[src/rtl/parking_pkg.sv]
// Shared types and default sizing for the parking slot allocator.
package parking_pkg;

  typedef enum logic {
    StIdle = 1'b0,
    StOpen = 1'b1
  } park_state_e;

  localparam int unsigned DefNumSlots  = 4;
  localparam int unsigned DefSlotW     = 2;
  localparam int unsigned DefGateCycles = 8;

endpackage

[src/rtl/park_free_encoder.sv]
// Lowest-zero priority encoder over the occupancy vector.
module park_free_encoder
  import parking_pkg::*;
#(
  parameter int unsigned NUM_SLOTS = DefNumSlots,
  parameter int unsigned SLOT_W    = DefSlotW
) (
  input  logic [NUM_SLOTS-1:0] occupancy_i,
  output logic [SLOT_W-1:0]    free_idx_o,
  output logic                 all_full_o
);

  // Scan high to low so the last hit (the lowest free index) wins.
  always_comb begin
    free_idx_o = '0;
    all_full_o = 1'b1;
    for (int i = NUM_SLOTS - 1; i >= 0; i--) begin
      if (!occupancy_i[i]) begin
        free_idx_o = SLOT_W'(i);
        all_full_o = 1'b0;
      end
    end
  end

endmodule

[src/rtl/parking_slot_allocator.sv]
// Parking slot allocator: entry/exit handshakes, lowest-free-slot allocation, timed barrier.
// Optional PARK_STATS_EN adds saturating accepted-entry and full-rejection counters.
module parking_slot_allocator
  import parking_pkg::*;
#(
  parameter int unsigned NUM_SLOTS   = DefNumSlots,
  parameter int unsigned SLOT_W      = DefSlotW,
  parameter int unsigned GATE_CYCLES = DefGateCycles
) (
  input  logic                 clk,
  input  logic                 rst_n,
  input  logic                 entry_req,
  output logic                 entry_ack,
  output logic                 entry_full,
  output logic [SLOT_W-1:0]    entry_slot,
  input  logic                 exit_req,
  input  logic [SLOT_W-1:0]    exit_slot,
  output logic                 exit_ack,
  output logic                 exit_err,
  output logic                 gate_open,
`ifdef PARK_STATS_EN
  output logic [7:0]           entry_count,
  output logic [7:0]           reject_count,
`endif
  output logic [NUM_SLOTS-1:0] occupancy
);

  localparam int unsigned CntW = (GATE_CYCLES > 1) ? $clog2(GATE_CYCLES) : 1;
  localparam int unsigned PadW = 1 << SLOT_W;

  park_state_e           state_q, state_d;
  logic [CntW-1:0]       cnt_q, cnt_d;
  logic [NUM_SLOTS-1:0]  occ_q, occ_d;
  logic                  entry_ack_q, entry_ack_d;
  logic                  entry_full_q, entry_full_d;
  logic [SLOT_W-1:0]     entry_slot_q, entry_slot_d;
  logic                  exit_ack_q, exit_ack_d;
  logic                  exit_err_q, exit_err_d;
  logic [SLOT_W-1:0]     free_idx;
  logic                  all_full;
  logic [PadW-1:0]       occ_pad;
  logic                  exit_hit;

  park_free_encoder #(
    .NUM_SLOTS (NUM_SLOTS),
    .SLOT_W    (SLOT_W)
  ) u_free_encoder (
    .occupancy_i (occ_q),
    .free_idx_o  (free_idx),
    .all_full_o  (all_full)
  );

  // Zero padding makes out-of-range slot numbers read as unoccupied.
  assign occ_pad  = PadW'(occ_q);
  assign exit_hit = occ_pad[exit_slot];

  always_comb begin
    state_d      = state_q;
    cnt_d        = cnt_q;
    occ_d        = occ_q;
    entry_ack_d  = 1'b0;
    entry_full_d = 1'b0;
    entry_slot_d = entry_slot_q;
    exit_ack_d   = 1'b0;
    exit_err_d   = 1'b0;
    case (state_q)
      StIdle: begin
        if (exit_req) begin
          exit_ack_d = 1'b1;
          if (exit_hit) begin
            occ_d[exit_slot] = 1'b0;
            state_d          = StOpen;
            cnt_d            = CntW'(GATE_CYCLES - 1);
          end else begin
            exit_err_d = 1'b1;
          end
        end else if (entry_req) begin
          entry_ack_d = 1'b1;
          if (all_full) begin
            entry_full_d = 1'b1;
          end else begin
            occ_d[free_idx] = 1'b1;
            entry_slot_d    = free_idx;
            state_d         = StOpen;
            cnt_d           = CntW'(GATE_CYCLES - 1);
          end
        end
      end
      StOpen: begin
        if (cnt_q == '0) begin
          state_d = StIdle;
        end else begin
          cnt_d = cnt_q - 1'b1;
        end
      end
      default: state_d = StIdle;
    endcase
  end

  always_ff @(posedge clk or negedge rst_n) begin
    if (!rst_n) begin
      state_q      <= StIdle;
      cnt_q        <= '0;
      occ_q        <= '0;
      entry_ack_q  <= 1'b0;
      entry_full_q <= 1'b0;
      entry_slot_q <= '0;
      exit_ack_q   <= 1'b0;
      exit_err_q   <= 1'b0;
    end else begin
      state_q      <= state_d;
      cnt_q        <= cnt_d;
      occ_q        <= occ_d;
      entry_ack_q  <= entry_ack_d;
      entry_full_q <= entry_full_d;
      entry_slot_q <= entry_slot_d;
      exit_ack_q   <= exit_ack_d;
      exit_err_q   <= exit_err_d;
    end
  end

  assign entry_ack  = entry_ack_q;
  assign entry_full = entry_full_q;
  assign entry_slot = entry_slot_q;
  assign exit_ack   = exit_ack_q;
  assign exit_err   = exit_err_q;
  assign occupancy  = occ_q;
  // The gate is open exactly while the state register holds StOpen.
  assign gate_open  = (state_q == StOpen);

`ifdef PARK_STATS_EN
  logic [7:0] entry_cnt_q, reject_cnt_q;

  always_ff @(posedge clk or negedge rst_n) begin
    if (!rst_n) begin
      entry_cnt_q  <= '0;
      reject_cnt_q <= '0;
    end else begin
      if (entry_ack_d && !entry_full_d && entry_cnt_q != 8'hFF) begin
        entry_cnt_q <= entry_cnt_q + 8'd1;
      end
      if (entry_full_d && reject_cnt_q != 8'hFF) begin
        reject_cnt_q <= reject_cnt_q + 8'd1;
      end
    end
  end

  assign entry_count  = entry_cnt_q;
  assign reject_count = reject_cnt_q;
`endif

endmodule

[config.mk]
export PLATFORM = sky130hd
export DESIGN_NAME = parking_slot_allocator
export DESIGN_NICKNAME = d
export VERILOG_FILES = /design/src/rtl/parking_pkg.sv /design/src/rtl/park_free_encoder.sv /design/src/rtl/parking_slot_allocator.sv
export SDC_FILE = /design/constraint.sdc
export NUM_CORES = 1
export LEC_CHECK = 0
export CORE_AREA = 4 4 41 43
export DETAILED_ROUTE_END_ITERATION = 12
export DIE_AREA = 0 0 45 47
export DONT_BUFFER_PORTS = 1
export PLACE_DENSITY = 0.71
export REMOVE_ABC_BUFFERS = 1
export SLEW_MARGIN = 25
export SYNTH_ARGS = -nofsm -noshare
export SYNTH_HDL_FRONTEND = slang
export SYNTH_SLANG_ARGS = --single-unit
[constraint.sdc]
create_clock -name clk -period 2.59 [get_ports clk]
set_clock_uncertainty 0.15 [all_clocks]
set_input_delay 0.518 -clock clk [delete_from_list [all_inputs] [get_ports clk]]
set_output_delay 0.518 -clock clk [all_outputs]
set_load 0.02 [all_outputs]
==> summary.md <==
| Metric | Value |
|---|---|
| R2R Setup Slk | 0.83 ns |
| First-pass GRT wire length | 2366 um |
| Die Ht | 47 um |
| Routed wire per std cell | 16.95 um |
| Critical path capture point type | register |
| Final setup fails | 0 |
| Routed wire length | 1407 um |
| Critical-path top delay cell | dfrtp_1 |
| Drt pass-1 iters | 4 |
| Worst-path clk slew | 0.08 ns |
| CP top delay family | compound AO/OA/AOI/OAI gates |
| GP Congestion | 0.7245 |
| Layout area overhead | 7.361% |
| Crit path cell chain | nand4_2 > a31o_2 > a211oi_1 > a21oi_1 |
| Most frequent cells in the layout | dfrtp_1, inv_1, nand2_1, a21oi_1, nor2_1 |
| DR iter-0 viols | 14 |
| Worst-Skew Late Latency | 0.27 ns |
| Layout cell share with drive strength beyond 1 | 13.24% |
| Yosys warnings | 0 |
| Unique masters post-synth | 28 |
| Final Hold Fails | 0 |
| Resize count post-CTS | 0 |
| Vias in the first global route | 516 |
| H-tree depth | 1 |
| Rows | 13 |
| Setup crit start kind | register |
| Die area | 2115 um^2 |
| Core Region | 1301 um^2 |
| Cells after synthesis | 64 |
| Post-Syn Area per Cell | 10.89 um^2 |
| Antenna violations before repair | 0 |
| Critical Path AT | 1.76 ns |
| Fin crit share | 68.14% |
| Initial cell density of the core | 53.56% |
| Placed inst area | 715.7 um^2 |
| Vias | 492 |
| Gr usage total | 15.96% |
| CTS tree | done |
| Critical Path RT | 2.59 ns |
| CTS Buffer Depth | 2 |
| Synth Cell Area | 696.9 um^2 |
| Min-Delay Path Class | input port to register |
| Max VDD drop | 0.6599 mV |
| Commonest non-fill, non-tap cell in the layout | dfrtp_1 |
| Yosys reg bits | 14 |
| Max-Cap Viols | 0 |
| Setup TNS | 0 ns |
| Crit Path Category | register to register |
| Power per Cell Area | 1127 nW/um^2 |
| Status | finished, final reports clean |
| Clock sink count | 14 |
| Via-per-instance ratio | 5.928 |
| Root Buffer Master | clkbuf_4 |
| Post-synthesis sequential area ratio | 50.27% |
| Worst slew pin tran | 0.6160 ns |
| Design Area, Final | 748.2 um^2 |
| Nets | 78 |
| Slew headroom | 58.80% |
| RSZ-0062 raised after global routing | false |
| DRC Markers | 0 |
| Die X | 45 um |
| Worst path buffer plus inverter count | 0 |
| Fin. max-slew vios | 0 |
| Total grt overflow | 0 |
| Remaining antenna violation count after routing | 0 |
| PortBufs | 0 |
| CTS Buf Count | 3 |
| Crit path time final | 1.765 ns |
| Largest net degree at the start of global routing | 15 |
| Fmax | 566.7 MHz |
| Lkg Pwr | 0.3825 nW |
| Crit-path max cell delay | 0.58 ns |
| Antenna cells | 0 |
| CP Max Fanout | 8 |
| # IOs | 17 |
[synth_stat cells (all sizes together)]
cell	n	area share, %
dfrtp	14	50
inv	7	3.8
nand2	6	4.3
a21oi	5	3.6
nor2	5	2.7
a21o	2	2.2
ha	2	3.6
mux2i	2	2.9
nand3b	2	2.2
nor2b	2	2.2
o22ai	2	1.8
a211oi	1	1.1
a22o	1	1.3
a22oi	1	1.1
a2bb2oi	1	3.8
a31o	1	1.3
a31oi	1	0.90
and3	1	0.90
and4	1	1.3
mux2	1	2.2
nand3	1	0.72
nand4	1	1.8
o21ai	1	0.72
o22a	1	1.3
o31a	1	1.3
xnor2	1	1.3
[metrics by stage]
stage               utilization, %  setup WS [ns]  total power [mW]  cells  hold WS, ns
floorplan                        -          1.025            0.6516     64      0.07241
global placement             55.00         0.8911            0.7052     79      0.07272
detailed placement           55.00         0.8633            0.7242     79      0.07276
CTS                          57.50         0.8439            0.8518     83       0.1813
global route                 57.50         0.7027            0.9041     83       0.1816
finish                       57.50         0.8253            0.8434     83       0.1916
[path summary, 6_finish.rpt]
path                       cells past startpoint                      from                   endpoint
setup / recovery                               4  occupancy[0]$_DFFE_PN0P_       cnt_q[0]$_DFFE_PN0P_
hold / removal                                 1                  exit_req   occupancy[3]$_DFFE_PN0P_
setup reg to reg                               4  occupancy[0]$_DFFE_PN0P_       cnt_q[0]$_DFFE_PN0P_
hold reg to reg                                1      cnt_q[0]$_DFFE_PN0P_       cnt_q[0]$_DFFE_PN0P_
max in group asynchronous                      1                     rst_n  entry_slot[1]$_DFFE_PN0P_
min in group asynchronous                      1                     rst_n       entry_full$_DFF_PN0_
[state kept, by name, indices dropped and copies added, names as in the netlist]
| name | flops |
|---|---|
| entry_full | 1 |
| gate_open | 1 |
| cnt_q | 3 |
| occupancy | 4 |
| exit_err | 1 |
| entry_slot | 2 |
| entry_ack | 1 |
| exit_ack | 1 |
[cells by family after synthesis]
group / after synthesis / share of synthesized area, %
compound gates: 18 / 20.11
xor+xnor: 1 / 1.257
fa+ha+maj: 2 / 3.590
buf+inv: 7 / 3.771
flops: 14 / 50.27
mux: 3 / 5.026
simple gates: 19 / 15.98
[where the power goes]
part / switching (mW) / internal (mW) / total (mW)
combinational: 0.150 / 0.134 / 0.284
clock: 0.0674 / 0.0538 / 0.121
sequential: 0.147 / 0.291 / 0.438
total: 0.365 / 0.479 / 0.843
[cell type report]
type                    count  area (um^2)
fillers                   132        553.0
flip-flops and latches     14        350.3
multi-input cells          43        320.3
inverters                   7        26.28
clock buffers               3        22.52
well taps                  15        18.77
repair buffers              1        10.01
[metal layers]
metal | vias to the layer above | track usage, % | routed length [um]
met3 | 2 | 3.831 | 104
met1 | 231 | 18.53 | 593
met2 | 19 | 26.27 | 696
met4 | 0 | 10.53 | 12
met5 | - | 0 | 0
li1 | 240 | - | -
[repair_timing]
item	4_1_cts	5_1_grt
hold buffers	1	0
setup buffers	0	0
hold endpoints to repair	14	0
[worst register-to-register path, stage by stage, from the launching register on]
cell	delay, ns
dfrtp_1	0.58
nand4_2	0.20
a31o_2	0.35
a211oi_1	0.27
a21oi_1	0.08
(Power assumes the default switching activity.)
